[config.mk]
export PLATFORM = sky130hd
export DESIGN_NAME = run_ctrl_flat
export DESIGN_NICKNAME = d
export VERILOG_FILES = /design/src/rtl/run_ctrl_if.sv /design/src/rtl/run_ctrl.sv /design/src/flat_wrapper.sv
export SDC_FILE = /design/constraint.sdc
export NUM_CORES = 1
export LEC_CHECK = 0
export ABC_AREA = 1
export CAP_MARGIN = 20
export CORE_AREA = 2 2 112 114
export DETAILED_ROUTE_END_ITERATION = 16
export DIE_AREA = 0 0 114 116
export MAX_ROUTING_LAYER = met4
export PLACE_DENSITY = 0.73
export SYNTH_ARGS = -nofsm -noshare
export SYNTH_HDL_FRONTEND = slang
export SYNTH_SLANG_ARGS = --single-unit
export TNS_END_PERCENT = 5
[constraint.sdc]
create_clock -name clk -period 2 [get_ports clk]
set_clock_uncertainty 0.05 [all_clocks]
set_input_delay 0.4 -clock clk [delete_from_list [all_inputs] [get_ports clk]]
set_output_delay 0.4 -clock clk [all_outputs]
set_load 0.01 [all_outputs]
[src/rtl/run_ctrl_if.sv]
// run_ctrl_if: control/observation bundle between the run controller and its environment.
interface run_ctrl_if #(parameter int ROM_AW = 10);
  logic              go;
  logic              step;
  logic [31:0]       pc;
  logic              ecall;
  logic [31:0]       a7;
  logic [31:0]       a0;
  logic [ROM_AW-1:0] dbg_addr;
  logic [ROM_AW-1:0] rom_addr;
  logic              pc_en;
  logic              paused;
  logic              halted;
  logic              fault;
  logic [31:0]       disp;
  logic              disp_vld;
  logic [31:0]       icount;
  modport master (
    output go, step, pc, ecall, a7, a0, dbg_addr,
    input  rom_addr, pc_en, paused, halted, fault, disp, disp_vld, icount
  );
  modport slave (
    input  go, step, pc, ecall, a7, a0, dbg_addr,
    output rom_addr, pc_en, paused, halted, fault, disp, disp_vld, icount
  );
endinterface

[src/rtl/run_ctrl.sv]
// run_ctrl: run/step/pause/halt sequencer for a single-cycle core with ECALL services.
module run_ctrl #(parameter int ROM_AW = 10) (
  input logic clk,
  input logic rst,
  run_ctrl_if.slave bus
);
  typedef enum logic [2:0] {IDLE, RUN, STEP, PAUSE, HALT, FAULT} state_t;
  state_t state, nxt;
  logic [31:0] icount_q, disp_q;
  logic disp_vld_q, active, bad, halt_ec, pause_ec, disp_ec, commit;
  always_comb begin
    active   = (state == RUN || state == STEP) && !rst;
    bad      = bus.pc[1:0] != 2'b00 || bus.pc[31:ROM_AW+2] != '0;
    halt_ec  = bus.ecall && bus.a7 == 32'd10;
    pause_ec = bus.ecall && bus.a7 == 32'd50;
    disp_ec  = bus.ecall && bus.a7 == 32'd34;
    commit   = active && !bad && !halt_ec;
    nxt      = state;
    case (state)
      IDLE, PAUSE: nxt = bus.go ? RUN : bus.step ? STEP : state;
      RUN:         nxt = bad ? FAULT : halt_ec ? HALT : pause_ec ? PAUSE : RUN;
      STEP:        nxt = bad ? FAULT : halt_ec ? HALT : PAUSE;
      default:     nxt = state;
    endcase
  end
  always_ff @(posedge clk) begin
    if (rst) begin
      state      <= IDLE;
      icount_q   <= '0;
      disp_q     <= '0;
      disp_vld_q <= 1'b0;
    end else begin
      state      <= nxt;
      disp_vld_q <= commit && disp_ec;
      if (commit && disp_ec) disp_q <= bus.a0;
      if (commit && icount_q != 32'hFFFF_FFFF) icount_q <= icount_q + 32'd1;
    end
  end
  assign bus.rom_addr = active ? bus.pc[ROM_AW+1:2] : bus.dbg_addr;
  assign bus.pc_en    = commit;
  assign bus.paused   = state == PAUSE;
  assign bus.halted   = state == HALT;
  assign bus.fault    = state == FAULT;
  assign bus.disp     = disp_q;
  assign bus.disp_vld = disp_vld_q;
  assign bus.icount   = icount_q;
endmodule

[src/flat_wrapper.sv]
// flat-port wrapper written by rule: the top's interface ports become plain ports
module run_ctrl_flat 
#(parameter int ROM_AW = 10)
  (clk, rst, bus_go, bus_step, bus_pc, bus_ecall, bus_a7, bus_a0, bus_dbg_addr, bus_rom_addr, bus_pc_en, bus_paused, bus_halted, bus_fault, bus_disp, bus_disp_vld, bus_icount);
  run_ctrl_if #(.ROM_AW(ROM_AW)) bus_i ();
  input logic clk;
  input logic rst;
  input wire logic [$bits(bus_i.go)-1:0] bus_go;
  input wire logic [$bits(bus_i.step)-1:0] bus_step;
  input wire logic [$bits(bus_i.pc)-1:0] bus_pc;
  input wire logic [$bits(bus_i.ecall)-1:0] bus_ecall;
  input wire logic [$bits(bus_i.a7)-1:0] bus_a7;
  input wire logic [$bits(bus_i.a0)-1:0] bus_a0;
  input wire logic [$bits(bus_i.dbg_addr)-1:0] bus_dbg_addr;
  output wire logic [$bits(bus_i.rom_addr)-1:0] bus_rom_addr;
  output wire logic [$bits(bus_i.pc_en)-1:0] bus_pc_en;
  output wire logic [$bits(bus_i.paused)-1:0] bus_paused;
  output wire logic [$bits(bus_i.halted)-1:0] bus_halted;
  output wire logic [$bits(bus_i.fault)-1:0] bus_fault;
  output wire logic [$bits(bus_i.disp)-1:0] bus_disp;
  output wire logic [$bits(bus_i.disp_vld)-1:0] bus_disp_vld;
  output wire logic [$bits(bus_i.icount)-1:0] bus_icount;
  assign bus_i.go = bus_go;
  assign bus_i.step = bus_step;
  assign bus_i.pc = bus_pc;
  assign bus_i.ecall = bus_ecall;
  assign bus_i.a7 = bus_a7;
  assign bus_i.a0 = bus_a0;
  assign bus_i.dbg_addr = bus_dbg_addr;
  assign bus_rom_addr = bus_i.rom_addr;
  assign bus_pc_en = bus_i.pc_en;
  assign bus_paused = bus_i.paused;
  assign bus_halted = bus_i.halted;
  assign bus_fault = bus_i.fault;
  assign bus_disp = bus_i.disp;
  assign bus_disp_vld = bus_i.disp_vld;
  assign bus_icount = bus_i.icount;
  run_ctrl #(.ROM_AW(ROM_AW)) u_core (.clk(clk), .rst(rst), .bus(bus_i));
endmodule
==> impl_metrics.env, run 1 <==
export IMPL_status="finished clean"
export IMPL_synthDistinctLibCells=28
export IMPL_crit_path_top_delay_cell="dfxtp_2"
export IMPL_cts_sinks=68
export IMPL_hpwl_um=10360
export IMPL_core_area_sq_mm=0.01191
export IMPL_power_leakage_uw=0.003077
export IMPL_placedInstanceArea_sq_mm=0.006415
export IMPL_worst_pin_slew_ns=0.7214
export IMPL_first_global_vias=4741
export IMPL_worstPathRequired_ns=1.55
export IMPL_io_buffers=189
export IMPL_dp_slack_ns=-0.5611
export IMPL_final_cell_area_sq_mm=0.007061
export IMPL_maxSlewViolCount=0
export IMPL_grt_max_degree=67
export IMPL_routed_wire_length_per_instance_um=14.28
export IMPL_row_count=40
export IMPL_cts_max_path_buffers=2
export IMPL_start_util_pct=34.43
export IMPL_die_h_um=116
export IMPL_crit_fanout=12
export IMPL_antenna_found_initial=0
export IMPL_rrSetupSlack_ns=0.20
export IMPL_cpMostUsedCell="nand2_4"
export IMPL_nets=983
export IMPL_path_delay_family="buffers and inverters"
export IMPL_vias_per_cell=4.987
export IMPL_sw_frac_of_total_pct=27.58
export IMPL_ys_seq_elements=68
export IMPL_yosysWarnings=0
export IMPL_ir_drop_mv=0.4249
export IMPL_grt_pass1_wl_um=23290
export IMPL_cts_tree="built"
export IMPL_crit_chain="inv_4, nand2_4, nor2_4, inv_2, nand2_4, nand2_4, inv_2, buf_12, nand2_1, nand2_1, buf_2"
export IMPL_post_synth_inst_count=638
export IMPL_ys_seq_area_share_pct=33.19
export IMPL_ioPinCount=190
export IMPL_syn_cell_area_sq_mm=0.004101
export IMPL_dieArea_sq_mm=0.01322
export IMPL_drt_wl_total_um=14610
export IMPL_cp_arrival_ns=1.49
export IMPL_finalPower_uw=3999
export IMPL_cp_num_buf_inv=5
export IMPL_drv_cap=0
export IMPL_layout_setup_ws_ns=0.05913
export IMPL_root_buffer="clkbuf_16"
export IMPL_critPathLaunchType="flop"
export IMPL_area_growth_pct=72.15
export IMPL_drc_errors=0
export IMPL_vias=5102
export IMPL_slew_headroom_pct=51.91
export IMPL_grt_use_total_pct=22.55
export IMPL_rsz0062_at_grt="yes"
export IMPL_crit_type="reg -> out"
export IMPL_p_int_uw=2896
export IMPL_fmax_mhz=515.2
export IMPL_layout_cells_non_filler=1023
export IMPL_numCtsBuffers=9
export IMPL_clkSlewWorstSetupHoldPaths_ns=0.06
export IMPL_power_switching_uw=1103
export IMPL_fin_crit_ns=1.941
export IMPL_worstHoldPathType="in -> reg"
export IMPL_drtPass1Iterations=5
export IMPL_tns_ns=0
export IMPL_power_share_sequential_pct=35.8
export IMPL_hold_viol_final=0
export IMPL_h_tree_depth=3
export IMPL_clk_latency_ns=0.33
export IMPL_endpoint_kind="output port"
export IMPL_power_density_mw_per_mm2=566.4
export IMPL_power_frac_comb_pct=24.0
export IMPL_p_clk_share_pct=40.2
export IMPL_period_share_pct=97.04
export IMPL_synth_fp_nets=750
export IMPL_diodes=0
export IMPL_critPathMaxStageDelay_ns=0.33
export IMPL_drive_gt1_share_pct=16.21
export IMPL_drt_iter0_drc=377
export IMPL_setup_violations=0
export IMPL_gp_congestion=0.9302
export IMPL_postRouteAntennaNets=0
export IMPL_fp_dieW_um=114
export IMPL_syn_avg_cell_area_sq_um=6.429
export IMPL_dp_cells=991
export IMPL_grt_remaining_overflow=0
[power groups by stage]
stage               combinational (uW)  sequential, uW  clock (uW)
CTS                                938            1410        1640
floorplan                          356            1440           0
finish                             961            1430        1610
global route                      1060            1430        1690
detailed placement                 948            1440           0
global placement                   947            1440           0
[final timing paths]
check / startpoint / end / cells after the start
hold reg to reg: u_core.bus.disp[8]$_SDFFE_PP0P_ / u_core.bus.disp[8]$_SDFFE_PP0P_ / 2
setup reg to reg: u_core.bus.icount[1]$_SDFFE_PP0P_ / u_core.bus.icount[21]$_SDFFE_PP0P_ / 9
hold / removal: rst / u_core.state[0]$_SDFFE_PP0P_ / 4
setup / recovery: u_core.state[1]$_SDFFE_PP0P_ / bus_rom_addr[9] / 11
[layout make-up]
type                       count  area [sq um]
fill                        1104          4851
inverter                      26         100.1
sequential                    68          1368
tap                          147         183.9
multi-input combinational    508          2517
clock buffer                   9         225.2
timing repair buffer         258          2592
clock inverter                 7         73.82
[worst register-to-register path, cell delays in order (launching register included)]
cell	delay (ns)
dfxtp_1	0.38
ha_1	0.21
inv_2	0.06
nor2_4	0.11
nand2_2	0.09
nor2_4	0.17
nand2_4	0.12
buf_4	0.26
nand4_1	0.14
a21oi_1	0.07
[cell families (layout without fill, tap and decap cells)]
kind of cell | Yosys count | in the layout | synth area share (%)
compound gates | 71 | 71 | 8.725
xor+xnor | 15 | 15 | 3.203
fa+ha+maj | 1 | 1 | 0.3050
buf+inv | 62 | 300 | 8.115
flops | 68 | 68 | 33.19
simple gates | 421 | 421 | 46.46
[layer usage]
metal,track usage (%),share of wire [%],vias to the layer above,wire (um)
li1,-,-,2593,-
met1,28.79,44,2314,6417
met2,36.51,49,183,7131
met3,6.224,6.3,12,924
met4,3.496,0.90,0,132
met5,-,0,-,0
[metrics by stage]
step           util [%]  hold slack [ns]
2_1_floorplan         -           0.4308
3_3_place_gp      53.86           0.3970
3_5_place_dp      53.86           0.4029
4_1_cts           57.10           0.3468
5_1_grt           59.28           0.3517
6_report          59.28           0.3683
[cells in the final DEF (no fill, tap or decap), types with 3 or more instances in the layout]
cell / count
clkbuf_16: 10
nand3b_1: 12
dlygate4sd2_1: 6
inv_1: 19
dfxtp_1: 65
inv_2: 6
a21oi_1: 66
nor2_2: 10
nand2_4: 4
nor2_4: 7
nand2_2: 6
buf_6: 4
clkdlybuf4s50_1: 119
xnor2_1: 5
buf_12: 7
dlymetal6s2s_1: 52
nor3_1: 3
nand3_1: 9
buf_4: 57
buf_2: 12
xor2_1: 10
nor2_1: 79
nand4_1: 69
nand3_4: 3
nand2_1: 215
[cells in the mapped netlist, drive strengths merged]
master | n | area, sq um
clkbuf | 11 | 41.29
nand3 | 14 | 87.59
xnor2 | 5 | 43.79
nor3 | 3 | 15.01
or2 | 1 | 6.260
nand2 | 225 | 867.1
dfxtp | 68 | 1361
o31ai | 1 | 7.510
ha | 1 | 12.51
a21oi | 67 | 335.3
nor2 | 97 | 407.9
nand3b | 12 | 90.09
o21ai | 3 | 15.01
xor2 | 10 | 87.58
buf | 25 | 193.9
inv | 26 | 97.59
nand4 | 69 | 431.7
[registers in the layout, summed over array words and instances, names as in the netlist]
register             cells
u_core.bus.disp         32
u_core.bus.icount       32
u_core.bus.disp_vld      1
u_core.state             3
[timing repair]
action	in CTS	in global routing
endpoints found under the setup margin	13	77
resized for setup	65	83
setup buffers	14	2
pin swaps	7	48
gates cloned	0	1
hold buffers	0	0
No activity file was read; power rests on OpenSTA's default activity.
==> inputs of run 2 (changes only) <==
- SLEW_MARGIN: default -> 20
- TNS_END_PERCENT: 5 -> 30
==> impl_metrics.env, run 2 (synthesized netlist as in run 1, its figures left out) <==
export IMPL_crit_type="reg -> out"
export IMPL_vias=5102
export IMPL_row_count=40
export IMPL_drt_iter0_drc=295
export IMPL_grt_max_degree=67
export IMPL_postRouteAntennaNets=0
export IMPL_grt_use_total_pct=22.51
export IMPL_reg2reg_from="u_core.bus.icount[1]$_SDFFE_PP0P_"
export IMPL_worst_pin_slew_ns=0.7289
export IMPL_cts_tree="built"
export IMPL_layout_common_cells="nand2_1 (214), clkdlybuf4s50_1 (120), nor2_1 (79), nand4_1 (69), a21oi_1 (66)"
export IMPL_rrSetupSlack_ns=0.20
export IMPL_root_buffer="clkbuf_16"
export IMPL_drt_wl_total_um=14550
export IMPL_diodes=0
export IMPL_utilization_pct=59.24
export IMPL_power_density_mw_per_mm2=573.1
export IMPL_area_growth_pct=72.06
export IMPL_gp_congestion=0.9302
export IMPL_drive_gt1_share_pct=16.32
export IMPL_final_cell_area_sq_mm=0.007057
export IMPL_endpoint_kind="output port"
export IMPL_crit_path_end="bus_rom_addr[4]"
export IMPL_dp_slack_ns=-0.5611
export IMPL_dieArea_sq_mm=0.01322
export IMPL_postCtsHoldBufs=0
export IMPL_grt_remaining_overflow=0
export IMPL_core_area_sq_mm=0.01191
export IMPL_rsz0062_at_grt="yes"
export IMPL_finalPower_uw=4045
export IMPL_hold_viol_final=0
export IMPL_fin_crit_ns=1.939
export IMPL_vias_per_cell=4.987
export IMPL_holdPathStages=4
export IMPL_fmax_mhz=515.7
export IMPL_routed_wire_length_per_instance_um=14.22
export IMPL_h_tree_depth=3
export IMPL_start_util_pct=34.43
export IMPL_clk_latency_ns=0.33
export IMPL_reg2reg_depth=9
export IMPL_setup_violations=0
export IMPL_hpwl_um=10360
export IMPL_die_h_um=116
export IMPL_worstPathRequired_ns=1.55
export IMPL_layout_setup_ws_ns=0.06073
export IMPL_ioPinCount=190
export IMPL_clkSlewWorstSetupHoldPaths_ns=0.06
export IMPL_drc_errors=0
export IMPL_grt_pass1_wl_um=23230
export IMPL_cp_arrival_ns=1.49
export IMPL_numCtsBuffers=9
export IMPL_nFillCells=1103
export IMPL_critPathLaunchType="flop"
export IMPL_antenna_found_initial=0
export IMPL_worstHoldPathType="in -> reg"
export IMPL_final_common_cell="nand2_1"
export IMPL_r2r_end="u_core.bus.icount[21]$_SDFFE_PP0P_"
export IMPL_power_leakage_uw=0.003086
export IMPL_cts_sinks=68
export IMPL_io_buffers=189
export IMPL_fp_dieW_um=114
export IMPL_nets=983
export IMPL_drv_cap=0
export IMPL_drtPass1Iterations=6
export IMPL_maxSlewViolCount=0
export IMPL_slew_headroom_pct=51.41
export IMPL_period_share_pct=96.96
export IMPL_ir_drop_mv=0.4188
export IMPL_crit_fanout=6
export IMPL_placedInstanceArea_sq_mm=0.006415
export IMPL_cts_max_path_buffers=2
export IMPL_first_global_vias=4731
export IMPL_status="finished clean"
export IMPL_crit_start="u_core.state[1]$_SDFFE_PP0P_"
[run 2: report_power, final]
group	switching [uW]	total (uW)	internal, uW
clock network	633	1600	971
logic	443	1010	567
registers	39.3	1430	1390
total	1120	4040	2930
[run 2: area by class of cell]
cell class              count  area, sq um  area share (%)
repair buffers            258         2596           36.79
multi-input cells         508         2507           35.53
flip-flops and latches     68         1368           19.38
clock buffers               9        225.2           3.191
well taps                 147        183.9           2.606
inverters                  26        102.6           1.454
clock inverters             7        73.82           1.046
[run 2: worst max-delay path, stage by stage (launching register included)]
cell and delay [ns]:
dfxtp_2 0.33, inv_4 0.07, nand2_4 0.05, nor2_4 0.09, inv_2 0.06, nand2_4 0.06, nand2_4 0.06, inv_4 0.08
clkbuf_16 0.14, nand2_1 0.05, nand2_1 0.05, buf_2 0.12
[run 2: how the worst min path moves through the flow]
stage / startpoint / endpoint
after floorplan: u_core.state[1]$_SDFFE_PP0P_ / u_core.state[1]$_SDFFE_PP0P_
after global placement: u_core.bus.disp[0]$_SDFFE_PP0P_ / u_core.bus.disp[0]$_SDFFE_PP0P_
after detailed placement: u_core.bus.disp[10]$_SDFFE_PP0P_ / u_core.bus.disp[10]$_SDFFE_PP0P_
after CTS: rst / u_core.state[0]$_SDFFE_PP0P_
after global routing: rst / u_core.state[0]$_SDFFE_PP0P_
final: rst / u_core.state[0]$_SDFFE_PP0P_
[run 2: metrics by stage]
step / setup TNS [ns] / instances / hold slack, ns
5_1_grt: -0.3788 / 1023 / 0.3517
3_5_place_dp: -16.66 / 991 / 0.4029
4_1_cts: -0.2031 / 1021 / 0.3468
2_1_floorplan: 0 / 638 / 0.4308
6_report: 0 / 1023 / 0.3720
3_3_place_gp: -15.51 / 991 / 0.3970
[run 2: what timing repair did]
item,CTS,global route
hold endpoints to repair,0,0
gates cloned,0,1
setup buffers,14,2
pin swaps,9,48
resized for setup,62,84
setup endpoints to repair,13,77
[run 2: layer usage]
| layer | routed length (um) | vias to the layer above | GRT usage (%) |
|---|---|---|---|
| met5 | 0 | - | - |
| met4 | 132 | 0 | 3.496 |
| met3 | 894 | 12 | 6.172 |
| met2 | 7020 | 172 | 36.51 |
| met1 | 6498 | 2315 | 28.69 |
| li1 | - | 2603 | - |
==> inputs of run 3 (changes only) <==
- CORE_AREA: 2 2 112 114 -> 2 2 133 96
- DIE_AREA: 0 0 114 116 -> 0 0 135 98
- PLACE_DENSITY: 0.73 -> 0.74
==> impl_metrics.env, run 3 (synthesized netlist as in run 1, its figures left out) <==
export IMPL_crit_fanout=2
export IMPL_grt_remaining_overflow=0
export IMPL_first_global_vias=4733
export IMPL_cts_tree="built"
export IMPL_ioPinCount=190
export IMPL_die_h_um=98
export IMPL_hpwl_um=10750
export IMPL_core_area_sq_mm=0.01208
export IMPL_worstPathRequired_ns=1.55
export IMPL_grt_max_degree=67
export IMPL_routed_wire_length_per_instance_um=15.17
export IMPL_antenna_found_initial=0
export IMPL_fmax_mhz=487.6
export IMPL_fin_crit_ns=2.051
export IMPL_root_buffer="clkbuf_16"
export IMPL_regArea_sq_mm=0.001369
export IMPL_hold_viol_final=0
export IMPL_use_met3_pct=6.490
export IMPL_h_tree_depth=3
export IMPL_critPathLaunchType="input port"
export IMPL_endpoint_kind="output port"
export IMPL_io_buffers=189
export IMPL_multi_input_area_sq_mm=0.002530
export IMPL_top_usage_layer="met1"
export IMPL_vias_per_cell=5.002
export IMPL_dieArea_sq_mm=0.01323
export IMPL_nFillCells=1119
export IMPL_nets=981
export IMPL_layout_common_cells="nand2_1 (215), clkdlybuf4s50_1 (127), nor2_1 (80), nand4_1 (69), a21oi_1 (65)"
export IMPL_cts_max_path_buffers=2
export IMPL_clkSlewWorstSetupHoldPaths_ns=0.06
export IMPL_layout_setup_ws_ns=-0.05107
export IMPL_worst_pin_slew_ns=0.7252
export IMPL_drv_cap=0
export IMPL_final_common_cell="nand2_1"
export IMPL_ir_drop_mv=0.3924
export IMPL_cts_sinks=68
export IMPL_drt_wl_total_um=15700
export IMPL_fp_dieW_um=135
export IMPL_gp_congestion=0.9983
export IMPL_diodes=0
export IMPL_start_util_pct=33.95
export IMPL_dp_cells=1004
export IMPL_rsz0062_at_grt="yes"
export IMPL_slew_headroom_pct=51.65
export IMPL_cp_arrival_ns=1.60
export IMPL_row_count=34
export IMPL_numCtsBuffers=9
export IMPL_holdWs_ns=0.3788
export IMPL_period_share_pct=102.6
export IMPL_grt_pass1_wl_um=24000
export IMPL_drtPass1Iterations=5
export IMPL_setup_violations=3
export IMPL_drive_gt1_share_pct=15.92
export IMPL_clk_latency_ns=0.33
export IMPL_violations="negative setup slack"
export IMPL_drt_iter0_drc=348
export IMPL_met1_usage_pct=32.56
export IMPL_grtUsageMet2_pct=31.94
export IMPL_layout_cells_non_filler=1035
export IMPL_maxSlewViolCount=0
export IMPL_grt_use_total_pct=22.99
export IMPL_status="complete, but fails checks"
export IMPL_drc_errors=0
export IMPL_power_density_mw_per_mm2=574.4
export IMPL_postRouteAntennaNets=0
export IMPL_crit_type="in -> out"
export IMPL_postCtsHoldBufs=0
export IMPL_power_leakage_uw=0.002992
export IMPL_tns_ns=-0.05315
export IMPL_area_growth_pct=73.31
export IMPL_worstHoldPathType="in -> reg"
export IMPL_vias=5177
[run 3: worst max-delay path: stages]
cell,delay [ns]
clkdlybuf4s50_1,0.48
nand2_2,0.08
nor2_4,0.10
nand3_2,0.10
nor2_4,0.12
a21oi_2,0.08
nand2_2,0.08
inv_2,0.04
buf_6,0.11
[run 3: layer usage]
metal | share of wire [%] | routed length (um) | vias up
li1 | - | - | 2580
met1 | 48 | 7462 | 2331
met2 | 42 | 6578 | 241
met3 | 9.0 | 1407 | 25
met4 | 1.6 | 250 | 0
met5 | 0 | 0 | -
[run 3: path summary, 6_finish.rpt]
kind         depth (start not counted)                         startpoint  slack (ns)                            endpoint
max                                  9                          bus_a7[1]       -0.05                           bus_pc_en
min                                  4                                rst        0.38        u_core.state[0]$_SDFFE_PP0P_
max reg2reg                         10  u_core.bus.icount[0]$_SDFFE_PP0P_        0.13  u_core.bus.icount[18]$_SDFFE_PP0P_
min reg2reg                          2   u_core.bus.disp[23]$_SDFFE_PP0P_        0.41    u_core.bus.disp[23]$_SDFFE_PP0P_
[run 3: power by group]
| part | switching (uW) | internal, uW |
|---|---|---|
| combinational | 436 | 502 |
| clock | 626 | 1090 |
| sequential | 40.6 | 1390 |
| total | 1100 | 2980 |
[run 3: area by class of cell]
class                   count  area share (%)
flip-flops and latches     68           19.26
clock inverters             6           1.267
multi-input cells         508           35.59
repair buffers            256           36.45
well taps                 162           2.852
clock buffers               9           3.168
inverters                  26           1.408
[run 3: per-stage QoR]
step	power [uW]	setup WS (ns)	util, %	area (sq um)
finish	4083	-0.05107	58.83	7108
global route	4273	-0.1143	58.83	7108
CTS	4067	-0.05917	55.86	6749
detailed placement	2385	-0.5232	52.92	6394
global placement	2377	-0.5230	52.92	6394
floorplan	1792	0.1489	-	4101
[run 3: what timing repair did]
action / 4_1_cts / 5_1_grt
buffers inserted: 9 / 5
setup endpoints to repair: 62 / 78
resized for setup: 64 / 82
pin swaps: 11 / 44
endpoints found under the hold margin: 0 / 0
cloned: 0 / 4
